**src/rtl/stage_id.sv**
```systemverilog
// RV32I instruction-decode stage: field/immediate decode, 32x32 register file with
// WB write port, load-use hazard detection and the ID/EX pipeline register.
module stage_id #(
    parameter logic [31:0] NOP_INSN  = 32'h0000_0013,
    parameter bit          BYPASS_WB = 1'b1
) (
    input  logic        clk_i,
    input  logic        rst_i,
    input  logic [31:0] instruction_i,
    input  logic [31:0] pc_i,
    input  logic        stall_i,
    input  logic        flush_i,
    input  logic        wb_we_i,
    input  logic [4:0]  wb_rd_addr_i,
    input  logic [31:0] wb_rd_data_i,
    input  logic        ex_mem_read_i,
    input  logic [4:0]  ex_rd_addr_i,
    output logic        stall_o,
    output logic [31:0] pc_o,
    output logic [31:0] instruction_o,
    output logic [31:0] rs1_data_o,
    output logic [31:0] rs2_data_o,
    output logic [4:0]  rs1_addr_o,
    output logic [4:0]  rs2_addr_o,
    output logic [4:0]  rd_addr_o,
    output logic [31:0] imm_o,
    output logic [3:0]  alu_op_o,
    output logic        alu_src_o,
    output logic        mem_read_o,
    output logic        mem_write_o,
    output logic [2:0]  mem_size_o,
    output logic        reg_we_o,
    output logic        branch_o,
    output logic        jump_o,
    output logic        illegal_o
);

    localparam logic [6:0] OPC_LUI    = 7'b0110111;
    localparam logic [6:0] OPC_AUIPC  = 7'b0010111;
    localparam logic [6:0] OPC_JAL    = 7'b1101111;
    localparam logic [6:0] OPC_JALR   = 7'b1100111;
    localparam logic [6:0] OPC_BRANCH = 7'b1100011;
    localparam logic [6:0] OPC_LOAD   = 7'b0000011;
    localparam logic [6:0] OPC_STORE  = 7'b0100011;
    localparam logic [6:0] OPC_OPIMM  = 7'b0010011;
    localparam logic [6:0] OPC_OP     = 7'b0110011;
    localparam logic [6:0] OPC_MISC   = 7'b0001111;
    localparam logic [6:0] OPC_SYSTEM = 7'b1110011;

    typedef struct packed {
        logic [31:0] pc;
        logic [31:0] insn;
        logic [31:0] rs1_data;
        logic [31:0] rs2_data;
        logic [4:0]  rs1_addr;
        logic [4:0]  rs2_addr;
        logic [4:0]  rd_addr;
        logic [31:0] imm;
        logic [3:0]  alu_op;
        logic        alu_src;
        logic        mem_read;
        logic        mem_write;
        logic [2:0]  mem_size;
        logic        reg_we;
        logic        branch;
        logic        jump;
        logic        illegal;
    } idex_t;

    function automatic logic signed [31:0] imm_i_f(input logic [31:0] insn);
        return {{20{insn[31]}}, insn[31:20]};
    endfunction

    function automatic logic signed [31:0] imm_s_f(input logic [31:0] insn);
        return {{20{insn[31]}}, insn[31:25], insn[11:7]};
    endfunction

    function automatic logic signed [31:0] imm_b_f(input logic [31:0] insn);
        return {{19{insn[31]}}, insn[31], insn[7], insn[30:25], insn[11:8], 1'b0};
    endfunction

    function automatic logic signed [31:0] imm_u_f(input logic [31:0] insn);
        return {insn[31:12], 12'b0};
    endfunction

    function automatic logic signed [31:0] imm_j_f(input logic [31:0] insn);
        return {{11{insn[31]}}, insn[31], insn[19:12], insn[20], insn[30:21], 1'b0};
    endfunction

    logic [31:0] rf [32];
    logic [6:0]  opcode;
    logic [2:0]  funct3;
    logic [4:0]  rs1_f, rs2_f, rd_f;
    logic        use_rs1, use_rs2, we_raw;
    logic [31:0] rs1_rd, rs2_rd;
    idex_t       dec_p0, bubble_p0, idex_p1;

    assign opcode = instruction_i[6:0];
    assign funct3 = instruction_i[14:12];
    assign rs1_f  = instruction_i[19:15];
    assign rs2_f  = instruction_i[24:20];
    assign rd_f   = instruction_i[11:7];

    // Register file: x0 is never written, so its storage stays zero after reset.
    always_ff @(posedge clk_i or posedge rst_i) begin
        if (rst_i) begin
            for (int i = 0; i < 32; i++) rf[i] <= '0;
        end else if (wb_we_i && wb_rd_addr_i != 5'd0) begin
            rf[wb_rd_addr_i] <= wb_rd_data_i;
        end
    end

    always_comb begin
        rs1_rd = rf[dec_p0.rs1_addr];
        rs2_rd = rf[dec_p0.rs2_addr];
        if (BYPASS_WB && wb_we_i && wb_rd_addr_i == dec_p0.rs1_addr) rs1_rd = wb_rd_data_i;
        if (BYPASS_WB && wb_we_i && wb_rd_addr_i == dec_p0.rs2_addr) rs2_rd = wb_rd_data_i;
        if (dec_p0.rs1_addr == 5'd0) rs1_rd = '0;
        if (dec_p0.rs2_addr == 5'd0) rs2_rd = '0;
    end

    // Stage p0: combinational decode of the instruction currently in ID.
    always_comb begin
        dec_p0      = '0;
        use_rs1     = 1'b0;
        use_rs2     = 1'b0;
        we_raw      = 1'b0;
        dec_p0.pc   = pc_i;
        dec_p0.insn = instruction_i;
        case (opcode)
            OPC_LUI, OPC_AUIPC: begin
                we_raw         = 1'b1;
                dec_p0.alu_src = 1'b1;
                dec_p0.imm     = imm_u_f(instruction_i);
            end
            OPC_JAL: begin
                we_raw      = 1'b1;
                dec_p0.jump = 1'b1;
                dec_p0.imm  = imm_j_f(instruction_i);
            end
            OPC_JALR: begin
                we_raw         = 1'b1;
                use_rs1        = 1'b1;
                dec_p0.jump    = 1'b1;
                dec_p0.alu_src = 1'b1;
                dec_p0.imm     = imm_i_f(instruction_i);
            end
            OPC_BRANCH: begin
                use_rs1       = 1'b1;
                use_rs2       = 1'b1;
                dec_p0.branch = 1'b1;
                dec_p0.imm    = imm_b_f(instruction_i);
            end
            OPC_LOAD: begin
                we_raw          = 1'b1;
                use_rs1         = 1'b1;
                dec_p0.mem_read = 1'b1;
                dec_p0.alu_src  = 1'b1;
                dec_p0.mem_size = funct3;
                dec_p0.imm      = imm_i_f(instruction_i);
            end
            OPC_STORE: begin
                use_rs1          = 1'b1;
                use_rs2          = 1'b1;
                dec_p0.mem_write = 1'b1;
                dec_p0.alu_src   = 1'b1;
                dec_p0.mem_size  = funct3;
                dec_p0.imm       = imm_s_f(instruction_i);
            end
            OPC_OPIMM: begin
                we_raw         = 1'b1;
                use_rs1        = 1'b1;
                dec_p0.alu_src = 1'b1;
                dec_p0.imm     = imm_i_f(instruction_i);
                // Bit 30 is only an opcode bit for shifts; elsewhere it belongs to the immediate.
                dec_p0.alu_op  = {(funct3 == 3'b101) && instruction_i[30], funct3};
            end
            OPC_OP: begin
                we_raw        = 1'b1;
                use_rs1       = 1'b1;
                use_rs2       = 1'b1;
                dec_p0.alu_op = {instruction_i[30], funct3};
            end
            OPC_MISC: begin
                dec_p0.imm = imm_i_f(instruction_i);
            end
            OPC_SYSTEM: begin
                we_raw     = (funct3 != 3'b000);
                dec_p0.imm = imm_i_f(instruction_i);
            end
            default: begin
                dec_p0.illegal = 1'b1;
            end
        endcase
        dec_p0.reg_we   = we_raw && (rd_f != 5'd0);
        dec_p0.rd_addr  = dec_p0.reg_we ? rd_f : 5'd0;
        dec_p0.rs1_addr = use_rs1 ? rs1_f : 5'd0;
        dec_p0.rs2_addr = use_rs2 ? rs2_f : 5'd0;
        dec_p0.rs1_data = rs1_rd;
        dec_p0.rs2_data = rs2_rd;
    end

    always_comb begin
        bubble_p0      = '0;
        bubble_p0.pc   = pc_i;
        bubble_p0.insn = NOP_INSN;
    end

    assign stall_o = ex_mem_read_i && (ex_rd_addr_i != 5'd0) &&
                     ((use_rs1 && rs1_f == ex_rd_addr_i) || (use_rs2 && rs2_f == ex_rd_addr_i));

    // Stage p1: ID/EX register. Flush beats a downstream stall, which beats a hazard bubble.
    always_ff @(posedge clk_i or posedge rst_i) begin
        if (rst_i) begin
            idex_p1      <= '0;
            idex_p1.insn <= NOP_INSN;
        end else if (flush_i) begin
            idex_p1 <= bubble_p0;
        end else if (!stall_i) begin
            idex_p1 <= stall_o ? bubble_p0 : dec_p0;
        end
    end

    assign pc_o          = idex_p1.pc;
    assign instruction_o = idex_p1.insn;
    assign rs1_data_o    = idex_p1.rs1_data;
    assign rs2_data_o    = idex_p1.rs2_data;
    assign rs1_addr_o    = idex_p1.rs1_addr;
    assign rs2_addr_o    = idex_p1.rs2_addr;
    assign rd_addr_o     = idex_p1.rd_addr;
    assign imm_o         = idex_p1.imm;
    assign alu_op_o      = idex_p1.alu_op;
    assign alu_src_o     = idex_p1.alu_src;
    assign mem_read_o    = idex_p1.mem_read;
    assign mem_write_o   = idex_p1.mem_write;
    assign mem_size_o    = idex_p1.mem_size;
    assign reg_we_o      = idex_p1.reg_we;
    assign branch_o      = idex_p1.branch;
    assign jump_o        = idex_p1.jump;
    assign illegal_o     = idex_p1.illegal;

endmodule

```
**config.mk**
```make
export PLATFORM = sky130hd
export DESIGN_NAME = stage_id
export DESIGN_NICKNAME = d
export VERILOG_FILES = /design/src/rtl/stage_id.sv
export SDC_FILE = /design/constraint.sdc
export NUM_CORES = 2
export LEC_CHECK = 0
export ABC_CLOCK_PERIOD_IN_PS = 87100
export CORE_MARGIN = 5
export CORE_UTILIZATION = 63
export CTS_BUF_LIST = sky130_fd_sc_hd__clkbuf_4 sky130_fd_sc_hd__clkbuf_8
export CTS_CLUSTER_DIAMETER = 30
export DETAILED_ROUTE_END_ITERATION = 6
export GPL_ROUTABILITY_DRIVEN = 0
export HOLD_SLACK_MARGIN = 0.02
export PLACE_DENSITY = 0.83
export SYNTH_ARGS = -nofsm -noshare
export SYNTH_HDL_FRONTEND = slang
export SYNTH_SLANG_ARGS = --single-unit
```
**constraint.sdc**
```tcl
create_clock -name clk_i -period 87.1 [get_ports clk_i]
set_input_delay 17.42 -clock clk_i [delete_from_list [all_inputs] [get_ports clk_i]]
set_output_delay 17.42 -clock clk_i [all_outputs]
set_load 0.01 [all_outputs]
```
==> flow_summary.yaml <==
clock_network:
  cts_resized: 0
  path_clk_slew_ps: 60
  numCtsBuffers: 276
  cts_tree: "built"
  cts_hold_buf: 0
  cts_root_buf: "clkbuf_8"
  h-tree-depth: 5
  clockBufferDepth: 4
  cts_setup_buffers: 0
  worstSkewPairLatency_ps: 960
  cts_sinks: 1213
synthesis:
  synth_largest_area_cell: "dfrtp_1"
  netlist_area_sq_um: 63460
  synth_edf_count: 0
  ys_types: 72
  ys_warn_count: 0
  async_reset_ff_share_pct: 100.0
  synthesis.nets: 5732
  synth_common_cells: "1210 x dfrtp_1, 1151 x mux2_2, 495 x nand2_1"
  synth-seq-area-share_pct: 47.84
  ys_ff_latch: 1213
  synth_flop_cell: "dfrtp_1"
  synthCells: 5620
  synth.avg_cell_area_sq_um: 11.29
  synth_area_leaders: "dfrtp_1 48%, mux2_2 20%, mux2i_1 4.9%"
  yosysMostFrequentCell: "dfrtp_1"
  synth_top_area_share_pct: 47.72
final_layout:
  drive_gt1_share_pct: 32.37
  syn2layout_area_growth_pct: 15.28
  final_cells: 7219
  final_area_sq_um: 73150
  nets: 5830
sta:
  skew_ps: 75.55
  final-setup-viol-count: 0
  setup_slack_ps: 48880
  grt_setup_unrepaired: "false"
  fin_tns_setup_ps: 0
  hold_ws_ps: 407.6
  report.final.slew_viol_count: 0
  min_period_ps: 38220
  hold_viol: 0
  fmax_ghz: 0.02617
  relSlewSlack_pct: 8.036
  fin_crit_sh_pct: 43.88
  worstMarginPinSlew_ps: 1375
die:
  row_count: 116
  io_pins: 302
  dieArea_sq_um: 107200
  start_util_pct: 63.46
  core_region_area_sq_um: 100000
  die_y_microns: 327.4
  die_w_microns: 327.4
placement:
  port_buffers: 301
  dp_hpwl_microns: 131900
  dp_slack_ps: 49070
  placed_area_sq_um: 67010
  placed_cells: 6737
flow_run:
  cap_violations: 0
pwr:
  leakagePower_uw: 0.03173
  ir_worst_vdd_v: 0.00001619
  pwr_density_cell_nw_per_um2: 23.19
critical_path:
  crit_path_top_delay_cell: "clkdlybuf4s50_1"
  worst_ep_arrival_time_ps: 20800
  cp-start-kind: "primary input"
  worstSetupPathType: "primary input to output pin"
  worstPathRequired_ps: 69680
  cp_max_fo: 24
  crit_path_frequent_cell: "clkdlybuf4s50_1"
  endpoint_kind: "output pin"
  max_stage_delay_ps: 810
  crit_chain: "clkdlybuf4s50_1 -> nand3b_1 -> a21oi_4 -> buf_4 -> nand4_1 -> a21oi_1 -> clkdlybuf4s50_1"
hold_path:
  hold_class: "flip-flop to flip-flop"
grt:
  grtUsageTotal_pct: 43.21
  grt_max_degree: 187
  grt_pass1_vias: 55112
  antenna_found_initial: 15
  overflow: 0
  grt_pass1_wl_microns: 348600
detailed_routing:
  dr.pass1.iters: 7
  dr.first_iter.drc_count: 9221
  drc: 0
  postRouteAntennaNets: 0
  vias: 54955
  routed_wl_microns: 239600
  avgViaCountPerCell: 7.613
  wl_per_cell_microns: 33.19
outcome:
  status: "finished clean"
cell type report:
type | instances | area (sq um)
Sequential cell | 1213 | 30360
Timing Repair Buffer | 431 | 4054
Fill cell | 6294 | 26850
Clock buffer | 368 | 4783
Multi-Input combinational cell | 3788 | 30940
Inverter | 8 | 38.79
Tap cell | 1298 | 1624
Antenna cell | 15 | 37.54
Clock inverter | 98 | 1309
path summary, 6_finish.rpt:
check,startpoint,slack [ps],depth (start not counted),end
setup / recovery,instruction_i[6],48880,7,stall_o
hold / removal,rf[997],410,0,rf[997]
setup reg to reg,rf[537],85120,6,rs2_data_o[25]
hold reg to reg,rf[997],410,0,rf[997]
max in group asynchronous,rst_i,66100,6,rf[649]
min in group asynchronous,rst_i,17070,2,rf[979]
kinds of logic (layout without fill, tap and decap cells):
logic type | after synthesis | after routing | synth area share (%)
simple gates | 907 | 907 | 6.353
other cells | 0 | 15 | 0
mux | 1527 | 1527 | 27.62
flops | 1213 | 1213 | 47.84
buf+inv | 619 | 905 | 3.959
xor+xnor | 20 | 20 | 0.2761
compound gates | 1334 | 1334 | 13.95
metal layers:
metal | GRT usage (%) | wire [microns]
met1 | 52.87 | 80820
met4 | 33.42 | 22700
met2 | 60.50 | 99640
met3 | 18.11 | 36370
met5 | 0.1812 | 38
registers in the layout (all words and copies together) (netlist names), 4 cells and up:
name / count
rs2_addr_o: 5
pc_o: 32
rs2_data_o: 32
alu_op_o: 4
rs1_data_o: 32
rf: 1024
imm_o: 32
instruction_o: 32
rs1_addr_o: 5
rd_addr_o: 5
per-stage QoR:
stage / util (%) / power (uW)
global placement: 67.01 / 952.7
global route: 73.12 / 1748
detailed placement: 67.01 / 971.0
CTS: 73.10 / 1683
finish: 73.15 / 1696
floorplan: - / 899.7
critical path, delay by kind of cell:
kind,cells,cell delay (ps)
AO/OA/AOI/OAI,2,850
buffers and inverters,3,1980
AND/OR/NAND/NOR,2,520
layout by cell type, fill, tap and decap left out, types with 33 or more instances in the layout:
master           count
nand2_1            478
o31ai_1             33
and3_1              63
clkbuf_8           325
mux4_2              64
a22o_1              44
dfrtp_1           1210
a221oi_1            80
nand3_1             36
a21oi_1            224
a211oi_1            84
a31oi_1             34
a32oi_1             63
mux2_2            1151
o211ai_1            66
o21ai_0            352
mux2i_1            312
clkinv_2            39
clkbuf_4            45
nor2_1             145
buf_4              126
o221ai_1            34
clkdlybuf4s50_1    294
o22ai_1            177
power by group:
| part | internal [uW] | switching [uW] | total (uW) | leakage, uW |
|---|---|---|---|---|
| Sequential | 657 | 74.0 | 731 | 0.0157 |
| Clock | 444 | 275 | 719 | 0.00314 |
| Combinational | 132 | 115 | 246 | 0.0129 |
| Total | 1230 | 464 | 1700 | 0.0317 |
(Power assumes the default switching activity.)
